<file path="config.mk">
export PLATFORM = sky130hd
export DESIGN_NAME = wallace_final_cpa
export DESIGN_NICKNAME = d
export VERILOG_FILES = /design/src/rtl/wallace_final_cpa.sv
export SDC_FILE = /design/constraint.sdc
export NUM_CORES = 1
export LEC_CHECK = 0
export CAP_MARGIN = 20
export CORE_MARGIN = 5
export CORE_UTILIZATION = 53
export DETAILED_ROUTE_END_ITERATION = 10
export PLACE_DENSITY = 0.83
export SLEW_MARGIN = 20
export SYNTH_ARGS = -nofsm -noshare
export SYNTH_HDL_FRONTEND = slang
export SYNTH_SLANG_ARGS = --single-unit
</file>
<file path="constraint.sdc">
create_clock -name clk -period 8.9 [get_ports clk]
set_clock_uncertainty 0.2 [all_clocks]
set_input_delay 1.78 -clock clk [delete_from_list [all_inputs] [get_ports clk]]
set_output_delay 1.78 -clock clk [all_outputs]
set_load 0.005 [all_outputs]
</file>
<file path="src/rtl/wallace_final_cpa.sv">
// Multi-cycle final carry-propagate adder for the multiplier tree: resolves the redundant
// sum/carry pair CHUNK bits per cycle behind a valid/ready handshake on both sides.
module wallace_final_cpa #(
  parameter int unsigned WIDTH = 32,
  parameter int unsigned CHUNK = 8
) (
  input  logic             clk,
  input  logic             rst,
  input  logic             in_valid,
  output logic             in_ready,
  input  logic [WIDTH-1:0] s_in,
  input  logic [WIDTH-1:0] c_in,
  output logic             out_valid,
  input  logic             out_ready,
  output logic [WIDTH-1:0] product,
  output logic             carry_out
);

  localparam int unsigned N    = WIDTH / CHUNK;
  localparam int unsigned CntW = (N > 1) ? $clog2(N) : 1;

  if (WIDTH % CHUNK != 0) begin : gen_bad_cfg
    $error("wallace_final_cpa: WIDTH must be a multiple of CHUNK");
  end

  typedef enum logic [1:0] {StIdle, StAdd, StDone} state_e;

  state_e            state_q;
  logic [CntW-1:0]   cnt_q;
  logic              carry_q;
  logic [WIDTH-1:0]  s_q;
  logic [WIDTH-1:0]  c_q;
  logic [WIDTH-1:0]  product_q;
  logic              carry_out_q;
  logic              out_valid_q;
  logic [CHUNK:0]    chunk_sum;
  logic              last_chunk;

  always_comb begin
    chunk_sum = {1'b0, s_q[cnt_q*CHUNK +: CHUNK]} + {1'b0, c_q[cnt_q*CHUNK +: CHUNK]}
              + {{CHUNK{1'b0}}, carry_q};
    last_chunk = (cnt_q == CntW'(N - 1));
  end

  always_ff @(posedge clk) begin
    if (rst) begin
      state_q     <= StIdle;
      cnt_q       <= '0;
      carry_q     <= 1'b0;
      product_q   <= '0;
      carry_out_q <= 1'b0;
      out_valid_q <= 1'b0;
    end else begin
      unique case (state_q)
        StIdle: begin
          if (in_valid) begin
            s_q     <= s_in;
            c_q     <= c_in;
            cnt_q   <= '0;
            carry_q <= 1'b0;
            state_q <= StAdd;
          end
        end
        StAdd: begin
          product_q[cnt_q*CHUNK +: CHUNK] <= chunk_sum[CHUNK-1:0];
          carry_q                         <= chunk_sum[CHUNK];
          if (last_chunk) begin
            carry_out_q <= chunk_sum[CHUNK];
            cnt_q       <= '0;
            out_valid_q <= 1'b1;
            state_q     <= StDone;
          end else begin
            cnt_q <= cnt_q + 1'b1;
          end
        end
        StDone: begin
          if (out_ready) begin
            out_valid_q <= 1'b0;
            state_q     <= StIdle;
          end
        end
        default: state_q <= StIdle;
      endcase
    end
  end

  // Held low during reset even though the state register already reads IDLE.
  assign in_ready  = (state_q == StIdle) && !rst;
  assign out_valid = out_valid_q;
  assign product   = product_q;
  assign carry_out = carry_out_q;

endmodule

</file>
==> results.cfg <==
[status]
outcome = completed

[critical_path]
worstPathMaxFanout = 44
arrival_ns = 3.25
ff2ff_setup_slack_ns = 5.09
crit-reg2reg-launch = cnt_q[0]
critPathMaxStageDelay_ns = 0.56
endpoint = in_ready
crit_start = rst
cpMaxStageDelayCell = clkdlybuf4s50_1
worstSetupPathType = primary input to output pin
cp_common_cell = clkdlybuf4s50_1
reg2reg_to = product[22]
path_cells = clkdlybuf4s50_1, buf_4, nor3_1, clkdlybuf4s50_1
crit_path_end_kind = output pin
r2r_cells = 8
start_kind = primary input
required_ns = 6.92

[synth]
syn-cell-area_um2 = 4170
synthTopCellsByCount = 64 x edfxtp_1, 39 x dfxtp_1, 37 x nor2_1
ys_ff_latch = 103
synth_edf_count = 64
synthFlopType = edfxtp_1
synth-seq-area-share_pct = 64.8
syn_avg_cell_area_um2 = 15.2
synthArstFlopShare_pct = 0
ys_types = 37
syn_inst = 274
synthTopCellsByArea = edfxtp_1 46%, dfxtp_1 19%, mux4_2 8.6%
yosys.area.top_type = edfxtp_1
ys_warn_count = 0
netlist.area_leader.share_pct = 46.1
syn_nets = 357
yosysMostFrequentCell = edfxtp_1

[clock_tree]
clockBufferDepth = 2
cts_sinks = 103
postCtsHoldBufs = 0
clock_latency_ns = 0.36
cts_resized = 0
htree_num_levels = 3
clk_pin_slew_worst_paths_ns = 0.09
cts_tree = yes
postCtsSetupRepairBufs = 0
cts-root-buf = clkbuf_8
cts_made_buffers = 9

[layout]
fin_util_pct = 71.1
area_growth_pct = 31.1
fin_nets = 463
fillers = 503
antenna_cells = 0
layoutNonFillerInstCount = 487
drive_gt1_share_pct = 11.9

[die]
die-area_um2 = 9740
die_x_um = 98.7
rows = 32
dieHeight_um = 98.7
core_um2 = 7690
pin_count = 103
start_util_pct = 54.2

[detailed_routing]
totalWireLength_um = 8590
avgViaCountPerCell = 5.51
wl_per_cell_um = 17.6
drt-initial-drc-count = 163
ant_nets = 0
drt_first_pass_iters = 4
via_count = 2684
drcViolationCount = 0

[timing]
hold_viol = 0
slew_viol_final = 0
setup_viol = 0
relSlewSlack_pct = 46.0
max_freq_mhz = 191
fin_setup_tns_ns = 0
tightest_slew_ns = 0.811
holdWs_ns = 0.287
rsz0062_at_grt = no
timing.final.crit_share_pct = 58.8
fin_crit_ns = 5.23

[hold_path]
hold_class = flop to flop
hp-start = product[23]

[placed_design]
globalplace.congestion = 0.826
port_buffers = 102
hpwl_um = 6430
placed_cells = 471

[global_route]
grt_pass1_vias = 2925
grt_pass1_wl_um = 14200
antenna_found_initial = 0
grt_use_total_pct = 18.7
grt-ovfl-total = 0
grt_max_degree = 65

[run]
cap_violations = 0

[pwr]
irDropWorstVdd_mv = 0.149
power_density_nw_per_um2 = 171
p_leak_nw = 1.86
## per-stage QoR
| stage | setup WS [ns] | total power [mW] | area (µm²) |
|---|---|---|---|
| 4_1_cts | 3.67 | 0.943 | 5470 |
| 5_1_grt | 3.59 | 0.980 | 5470 |
| 6_report | 3.67 | 0.935 | 5470 |
| 3_3_place_gp | 3.73 | 0.672 | 5290 |
| 2_1_floorplan | 4.57 | 0.620 | 4170 |
| 3_5_place_dp | 3.67 | 0.678 | 5290 |
## per-layer routing
layer,wire [µm],GRT usage (%),share of wire (%)
met1,3500,22.3,41
met3,684,5.94,8.0
met2,4290,32.3,50
met5,0,0,0
met4,107,6.09,1.2
## layout make-up
class | instances | area, µm² | share of cell area (%)
Tap cell | 102 | 128 | 2.34
Sequential cell | 103 | 2700 | 49.5
Timing Repair Buffer | 105 | 1040 | 19.1
Clock buffer | 10 | 128 | 2.34
Clock inverter | 6 | 51.3 | 0.939
Inverter | 4 | 15.0 | 0.275
Multi-Input combinational cell | 157 | 1400 | 25.5
## state kept, by name (all words and copies together), names as in the netlist
| signal | cells |
|---|---|
| s_q | 32 |
| product | 32 |
| carry_out | 1 |
| out_valid | 1 |
| cnt_q | 2 |
| carry_q | 1 |
| state_q | 2 |
| c_q | 32 |
## cells in the final DEF, fill, tap and decap left out, drive strengths merged
cell type      instances
a2111oi                1
a211oi                 1
a21o                   3
a21oi                  8
a221oi                 1
a22oi                 31
and2                   1
and2b                  1
and3                   1
and4                   1
buf                    3
clkbuf                10
clkdlybuf4s50        102
clkinv                 2
clkinvlp               1
dfxtp                 39
edfxtp                64
fa                     2
ha                    13
inv                    7
mux2i                  1
mux4                  16
nand2                  7
nand2b                 4
nand3b                 6
nor2                  37
nor3                   4
nor4                   1
nor4b                  2
o211ai                 1
o21ai                  6
o21bai                 2
o41ai                  1
xnor2                  3
xor2                   2
## logic make-up (layout without fill, tap and decap cells)
group	count (synthesis)	after routing	share of synthesized area (%)
DFF	103	103	64.8
adders and majority gates	15	15	4.86
and+or+nand+nor	65	65	9.06
xor gates and xnor gates	5	5	1.05
muxes	17	17	8.88
AOI/OAI and AO/OA	55	55	9.60
buffers and inverters	14	125	1.71
## report_power, final
| group | leakage, nW | switching, mW | internal, mW | total [mW] |
|---|---|---|---|---|
| logic | 0.860 | 0.0630 | 0.0688 | 0.132 |
| clock network | 0.0893 | 0.163 | 0.106 | 0.269 |
| registers | 0.908 | 0.0101 | 0.524 | 0.534 |
## worst max-delay path: cells and delay by family
| kind | cells | cell delay [ns] |
|---|---|---|
| buffers and inverters | 3 | 1.22 |
| AND/OR/NAND/NOR | 1 | 0.24 |
## worst min path at each step
stage	endpoint	slack, ns	depth (start not counted)
floorplan	product[23]	0.27	2
global placement	product[23]	0.26	2
detailed placement	product[23]	0.27	2
CTS	product[23]	0.29	2
global route	product[23]	0.32	2
finish	product[23]	0.29	2
Power figures use the tool's default switching activity.
